File: src/rtl/result_frame_tx_pkg.sv
// Shared types and helpers for the WLO host-link result transmitter.
package wlo_tx_pkg;

  typedef enum logic [1:0] {
    IDLE,
    SOF,
    PAYLOAD,
    CSUM
  } tx_state_e;

  localparam logic [7:0] SOF_BYTE_DEFAULT = 8'hA5;

  // Total bytes on the wire for one result: SOF + payload + checksum.
  function automatic int unsigned frame_bytes(input int unsigned result_wl);
    return result_wl / 8 + 2;
  endfunction

endpackage

File: src/rtl/result_frame_tx_if.sv
// Byte-stream valid/ready link from the frame transmitter to the host TX path.
interface result_frame_tx_if;
  logic [7:0] tx_data;
  logic       tx_valid;
  logic       tx_ready;

  modport master (output tx_data, output tx_valid, input tx_ready);
  modport slave  (input tx_data, input tx_valid, output tx_ready);
endinterface

File: src/rtl/result_frame_tx_fifo.sv
// Synchronous FIFO; a push into a full FIFO is accepted when a pop happens on the same edge.
module result_fifo #(
  parameter int unsigned WIDTH = 64,
  parameter int unsigned DEPTH = 2
) (
  input  logic             clk,
  input  logic             rst_n,
  input  logic             push,
  input  logic             pop,
  input  logic [WIDTH-1:0] din,
  output logic [WIDTH-1:0] dout,
  output logic             full,
  output logic             empty
);

  localparam int unsigned AW = $clog2(DEPTH);

  logic [WIDTH-1:0] r_mem [DEPTH];
  logic [AW:0]      r_wr_ptr;
  logic [AW:0]      r_rd_ptr;
  logic             w_pop;
  logic             w_push;

  assign empty  = (r_wr_ptr == r_rd_ptr);
  assign full   = (r_wr_ptr[AW] != r_rd_ptr[AW]) &&
                  (r_wr_ptr[AW-1:0] == r_rd_ptr[AW-1:0]);
  assign w_pop  = pop && !empty;
  assign w_push = push && (!full || w_pop);
  assign dout   = r_mem[r_rd_ptr[AW-1:0]];

  always_ff @(posedge clk or negedge rst_n) begin
    if (!rst_n) begin
      r_wr_ptr <= '0;
      r_rd_ptr <= '0;
    end else begin
      if (w_push) r_wr_ptr <= r_wr_ptr + 1'b1;
      if (w_pop)  r_rd_ptr <= r_rd_ptr + 1'b1;
    end
  end

  always_ff @(posedge clk) begin
    if (w_push) r_mem[r_wr_ptr[AW-1:0]] <= din;
  end

endmodule

File: src/rtl/result_frame_tx.sv
// Buffers accumulator results and sends each as SOF, payload (MSB first), XOR checksum.
module result_frame_tx
  import wlo_tx_pkg::*;
#(
  parameter int unsigned RESULT_WL  = 64,
  parameter int unsigned FIFO_DEPTH = 2,
  parameter logic [7:0]  SOF_BYTE   = SOF_BYTE_DEFAULT
) (
  input  logic                 clk,
  input  logic                 rstn,
  input  logic [RESULT_WL-1:0] result_in,
  input  logic                 result_valid,
  result_frame_tx_if.master    tx,
  output logic                 busy,
  output logic                 overflow,
  input  logic                 clr_overflow
);

  localparam int unsigned NB = frame_bytes(RESULT_WL) - 2;
  localparam int unsigned CW = (NB > 1) ? $clog2(NB) : 1;

  tx_state_e            r_state, w_state_nxt;
  logic [RESULT_WL-1:0] r_shift, w_shift_nxt;
  logic [7:0]           r_csum, w_csum_nxt;
  logic [CW-1:0]        r_cnt, w_cnt_nxt;
  logic [7:0]           r_tx_data, w_tx_data_nxt;
  logic                 r_tx_valid, w_tx_valid_nxt;
  logic                 r_overflow;

  logic                 w_pop, w_load, w_xfer;
  logic                 w_full, w_empty;
  logic [RESULT_WL-1:0] w_dout;

  result_fifo #(
    .WIDTH (RESULT_WL),
    .DEPTH (FIFO_DEPTH)
  ) u_fifo (
    .clk   (clk),
    .rst_n (rstn),
    .push  (result_valid),
    .pop   (w_pop),
    .din   (result_in),
    .dout  (w_dout),
    .full  (w_full),
    .empty (w_empty)
  );

  assign w_xfer = r_tx_valid && tx.tx_ready;

  always_comb begin
    w_state_nxt    = r_state;
    w_shift_nxt    = r_shift;
    w_csum_nxt     = r_csum;
    w_cnt_nxt      = r_cnt;
    w_tx_data_nxt  = r_tx_data;
    w_tx_valid_nxt = r_tx_valid;
    w_load         = 1'b0;
    case (r_state)
      IDLE: w_load = !w_empty;
      SOF: begin
        if (w_xfer) begin
          w_tx_data_nxt = r_shift[RESULT_WL-1 -: 8];
          w_shift_nxt   = {r_shift[RESULT_WL-9:0], 8'h00};
          w_cnt_nxt     = '0;
          w_state_nxt   = PAYLOAD;
        end
      end
      PAYLOAD: begin
        if (w_xfer) begin
          w_csum_nxt = r_csum ^ r_tx_data;
          if (r_cnt == CW'(NB - 1)) begin
            w_tx_data_nxt = r_csum ^ r_tx_data;
            w_state_nxt   = CSUM;
          end else begin
            w_tx_data_nxt = r_shift[RESULT_WL-1 -: 8];
            w_shift_nxt   = {r_shift[RESULT_WL-9:0], 8'h00};
            w_cnt_nxt     = r_cnt + 1'b1;
          end
        end
      end
      CSUM: begin
        if (w_xfer) begin
          if (!w_empty) begin
            w_load = 1'b1;
          end else begin
            w_tx_valid_nxt = 1'b0;
            w_state_nxt    = IDLE;
          end
        end
      end
      default: w_state_nxt = IDLE;
    endcase
    // Shared frame start: reached from IDLE, or straight from a checksum transfer with no bubble.
    if (w_load) begin
      w_shift_nxt    = w_dout;
      w_csum_nxt     = '0;
      w_cnt_nxt      = '0;
      w_tx_data_nxt  = SOF_BYTE;
      w_tx_valid_nxt = 1'b1;
      w_state_nxt    = SOF;
    end
    w_pop = w_load;
  end

  always_ff @(posedge clk or negedge rstn) begin
    if (!rstn) begin
      r_state    <= IDLE;
      r_shift    <= '0;
      r_csum     <= '0;
      r_cnt      <= '0;
      r_tx_data  <= '0;
      r_tx_valid <= 1'b0;
    end else begin
      r_state    <= w_state_nxt;
      r_shift    <= w_shift_nxt;
      r_csum     <= w_csum_nxt;
      r_cnt      <= w_cnt_nxt;
      r_tx_data  <= w_tx_data_nxt;
      r_tx_valid <= w_tx_valid_nxt;
    end
  end

  // A same-edge pop frees a slot, so only a push that truly finds no room counts as a drop.
  always_ff @(posedge clk or negedge rstn) begin
    if (!rstn) begin
      r_overflow <= 1'b0;
    end else if (result_valid && w_full && !w_pop) begin
      r_overflow <= 1'b1;
    end else if (clr_overflow) begin
      r_overflow <= 1'b0;
    end
  end

  assign tx.tx_data  = r_tx_data;
  assign tx.tx_valid = r_tx_valid;
  assign busy        = (r_state != IDLE) || !w_empty;
  assign overflow    = r_overflow;

endmodule

File: src/flat_wrapper.sv
// flat-port wrapper written by rule: the top's interface ports become plain ports
module result_frame_tx_flat import wlo_tx_pkg::*;
#(
  parameter int unsigned RESULT_WL  = 64,
  parameter int unsigned FIFO_DEPTH = 2,
  parameter logic [7:0]  SOF_BYTE   = SOF_BYTE_DEFAULT
)
  (clk, rstn, result_in, result_valid, busy, overflow, clr_overflow, tx_tx_data, tx_tx_valid, tx_tx_ready);
  result_frame_tx_if tx_i ();
  input  logic clk;
  input  logic rstn;
  input  logic [RESULT_WL-1:0] result_in;
  input  logic result_valid;
  output logic busy;
  output logic overflow;
  input  logic clr_overflow;
  output wire logic [$bits(tx_i.tx_data)-1:0] tx_tx_data;
  output wire logic [$bits(tx_i.tx_valid)-1:0] tx_tx_valid;
  input wire logic [$bits(tx_i.tx_ready)-1:0] tx_tx_ready;
  assign tx_tx_data = tx_i.tx_data;
  assign tx_tx_valid = tx_i.tx_valid;
  assign tx_i.tx_ready = tx_tx_ready;
  result_frame_tx #(.RESULT_WL(RESULT_WL), .FIFO_DEPTH(FIFO_DEPTH), .SOF_BYTE(SOF_BYTE)) u_core (.clk(clk), .rstn(rstn), .result_in(result_in), .result_valid(result_valid), .tx(tx_i), .busy(busy), .overflow(overflow), .clr_overflow(clr_overflow));
endmodule
File: config.mk
export PLATFORM = sky130hd
export DESIGN_NAME = result_frame_tx_flat
export DESIGN_NICKNAME = d
export VERILOG_FILES = /design/src/rtl/result_frame_tx_pkg.sv /design/src/rtl/result_frame_tx_if.sv /design/src/rtl/result_frame_tx_fifo.sv /design/src/rtl/result_frame_tx.sv /design/src/flat_wrapper.sv
export SDC_FILE = /design/constraint.sdc
export NUM_CORES = 1
export LEC_CHECK = 0
export BUFFER_PORTS_ARGS = -buffer_cell sky130_fd_sc_hd__buf_2
export CAP_MARGIN = 10
export CORE_MARGIN = 2
export CORE_UTILIZATION = 40
export CTS_BUF_LIST = sky130_fd_sc_hd__clkbuf_4 sky130_fd_sc_hd__clkbuf_8
export CTS_CLUSTER_DIAMETER = 50
export DETAILED_ROUTE_END_ITERATION = 7
export GPL_ROUTABILITY_DRIVEN = 0
export SLEW_MARGIN = 20
export SYNTH_ARGS = -nofsm -noshare
export SYNTH_HDL_FRONTEND = slang
export SYNTH_SLANG_ARGS = --single-unit
File: constraint.sdc
create_clock -name clk -period 5.09 [get_ports clk]
set_input_delay 0.509 -clock clk [delete_from_list [all_inputs] [get_ports clk]]
set_output_delay 0.509 -clock clk [all_outputs]
set_load 0.005 [all_outputs]
==> flow_summary.toml <==
[cts]
clk_pin_slew_ns = 0.06
cts-root-buf = "clkbuf_8"
htree_levels = 2
clk_latency_ns = 0.52
clk_path_buf_depth = 3
cts_hold_buf = 1
tritoncts = "yes"
cts_resized = 0
numClockSinks = 219
post_cts_buffers = 0
numCtsBuffers = 39

[timing]
skew_ns = 0.0196
worst_slew_pin_slew_ns = 0.970
fin_crit_sh_pct = 55.6
hold_violations = 0
slew_violations = 0
finalSetupViolCount = 0
final.min_clock_period_ns = 2.83
hold_ws_ns = 0.177
fin_tns_setup_ns = 0
slew_headroom_pct = 35.3
rsz0062_at_grt = "no"
fmax_mhz = 354
setup_ws_ns = 2.26

[global_routing]
grt_max_degree = 115
grt_pass1_vias = 6339
overflow = 0
antenna_found_initial = 0
grt_pass1_wl_um = 33900
gr-usage-all-layers_pct = 16.5

[logic_synthesis]
synth-compound-area-share_pct = 4.48
synthMuxAreaShare_pct = 7.54
synth_simple_gate_area_share_pct = 17.2
synthAdderAreaFrac_pct = 1.18
synth-edff-count = 128
ys_seq_area_share_pct = 63.9
synthDominantCellAreaShare_pct = 40.1
yosys_most_used_dff = "edfxtp_1"
synthesis.area_um2 = 9580
ys_ff_latch = 219
ys_types = 40
syn-num-nets = 842
yosysWarnings = 0
async_flop_share_pct = 41.6
synth_xor_area_share_pct = 1.54
post_synth.cell_area_avg_um2 = 12.5
yosysTopAreaCell = "edfxtp_1"
synth_area_leaders = "edfxtp_1 40%, dfrtp_1 24%, nand4_1 7.3%, mux2_2 6.7%, nand3_1 6.0%"
syn_inst = 764
synth_top_family_by_area = "simple AND/OR/NAND/NOR gates"

[run_status]
outcome = "complete, no violations"

[die]
core_area_um2 = 23500
start_util_pct = 40.8
dieArea_um2 = 25200
io_pins = 80
die_w_um = 159
fp.dieH_um = 159
rows = 56

[layout]
drive_gt1_share_pct = 25.8
fin_nets = 910
diodes = 0
fin_util_pct = 46.5
area_delta_synth_final_pct = 14.1

[detailed_routing]
dr.pass1.iters = 5
drt_iter0_markers = 637
antenna_left = 0
drc = 0
routedWlPerCell_um = 17.7
drt_wl_total_um = 20900
viasPerCell = 5.44
routed-via-count = 6420

[worst_setup_path]
worstReg2RegStart = "u_core.r_state[0]$_DFFE_PN0P_"
cp.arrival_ns = 3.27
startpoint_type = "flip-flop"
crit_required_ns = 5.54
r2r_end = "u_core.r_shift[35]$_DFFE_PN0P_"
reg2reg_depth = 7
r2r_slack_ns = 2.26
worstSetupEndpointType = "flip-flop"
cp_max_fo = 84
path_class = "reg -> reg"

[worst_hold_path]
min_path_type = "in -> reg"
hold_end = "u_core.u_fifo.r_mem[0][51]$_DFFE_PP_"
hold_depth = 1
min-delay-start = "result_in[51]"

[pwr]
leakagePower_nw = 4.19
power_density_nw_per_um2 = 683
irDropWorstVdd_mv = 0.336

[run]
max_cap_violations = 0

[placed_design]
port_buffers = 79
place_ws_ns = 2.28
dp_hpwl_um = 12100
routing by layer:
layer	routed length [um]	vias to the layer above	global-route usage, %
li1	-	3049	-
met1	9710	3156	23.6
met3	1020	38	3.11
met5	0	-	0
met4	424	0	5.21
met2	9780	177	25.5
through the flow:
step,std cells,power (W),area [um^2]
6_report,1181,0.00746,10900
5_1_grt,1181,0.00799,10900
4_1_cts,1181,0.00754,10900
3_5_place_dp,1109,0.00593,10100
3_3_place_gp,1109,0.00588,10100
2_1_floorplan,764,0.00525,9580
cell usage in the layout (no fill, tap or decap), types with 10 or more instances in the layout:
cell | netlist | final
buf_2 | 12 | 78
mux2_2 | 57 | 57
nand3_1 | 114 | 114
dfrtp_1 | 91 | 90
edfxtp_1 | 128 | 128
a21oi_1 | 19 | 19
nand4_1 | 112 | 112
buf_4 | 5 | 10
clkbuf_8 | 0 | 44
nand2_1 | 71 | 71
inv_1 | 10 | 10
xor2_1 | 11 | 11
clkbuf_4 | 0 | 11
cell families (layout without fill, tap and decap cells):
logic type                 Yosys count  after routing
and+or+nand+nor                    319            319
DFF                                219            219
buffers and inverters               74            172
muxes                               65             65
AOI/OAI and AO/OA                   62             62
xor gates and xnor gates            16             16
adders and majority gates            9              9
state kept, by name (all words and copies together), names as in the netlist:
name and cells:
u_core.tx.tx_data 8, u_core.u_fifo.r_rd_ptr 2, u_core.r_cnt 3, u_core.u_fifo.r_wr_ptr 2, u_core.r_csum 8, u_core.tx.tx_valid 1
u_core.overflow 1, u_core.r_state 2, u_core.u_fifo.r_mem 128, u_core.r_shift 64
area by class of cell:
type,instances,area [um^2]
fillers,2145,12500
flip-flops and latches,219,6120
multi-input cells,471,3100
clock buffers,55,688
repair buffers,91,507
well taps,319,399
clock inverters,16,75.1
inverters,10,37.5
worst max path at each step:
stage | end | start | slack, ns
4_1_cts | u_core.r_shift[63]$_DFFE_PN0P_ | u_core.r_state[0]$_DFFE_PN0P_ | 2.28
2_1_floorplan | u_core.u_fifo.r_mem[0][0]$_DFFE_PP_ | u_core.r_state[0]$_DFFE_PN0P_ | 0.70
5_1_grt | u_core.r_shift[63]$_DFFE_PN0P_ | u_core.r_state[0]$_DFFE_PN0P_ | 2.01
6_report | u_core.r_shift[35]$_DFFE_PN0P_ | u_core.r_state[0]$_DFFE_PN0P_ | 2.26
3_3_place_gp | u_core.r_cnt[0]$_DFFE_PN0P_ | tx_tx_ready | 2.34
3_5_place_dp | u_core.r_shift[58]$_DFFE_PN0P_ | u_core.r_state[0]$_DFFE_PN0P_ | 2.28
critical path, cell delays in order, from the launching register on:
cell and delay [ns]:
dfrtp_1 0.44, inv_1 0.11, ha_1 0.24, a31oi_1 0.38, a211o_4 0.75, buf_4 0.50
nand4_1 0.15, nand4_1 0.15
synthesized netlist by cell type (2+ instances only):
cell type and number:
edfxtp_1 128, nand3_1 114, nand4_1 112, dfrtp_1 91
nand2_1 71, mux2_2 57, clkbuf_1 32, a21oi_1 19
buf_2 12, buf_6 11, nor2_1 11, xor2_1 11
inv_1 10, ha_1 9, o21ai_0 9, o2bb2ai_1 9
mux2i_1 8, o22ai_1 6, buf_4 5, a2bb2oi_1 4
buf_1 4, nor3b_1 4, xnor2_1 4, a31oi_1 3
and3_1 3, a21oi_2 2, a22o_1 2
power by group:
part	switching [W]	total, W	internal (W)
Sequential	0.000343	0.00295	0.00260
Combinational	0.00190	0.00293	0.00104
Clock	0.000710	0.00158	0.000874
Note: power is estimated with default switching activity, not from simulation.
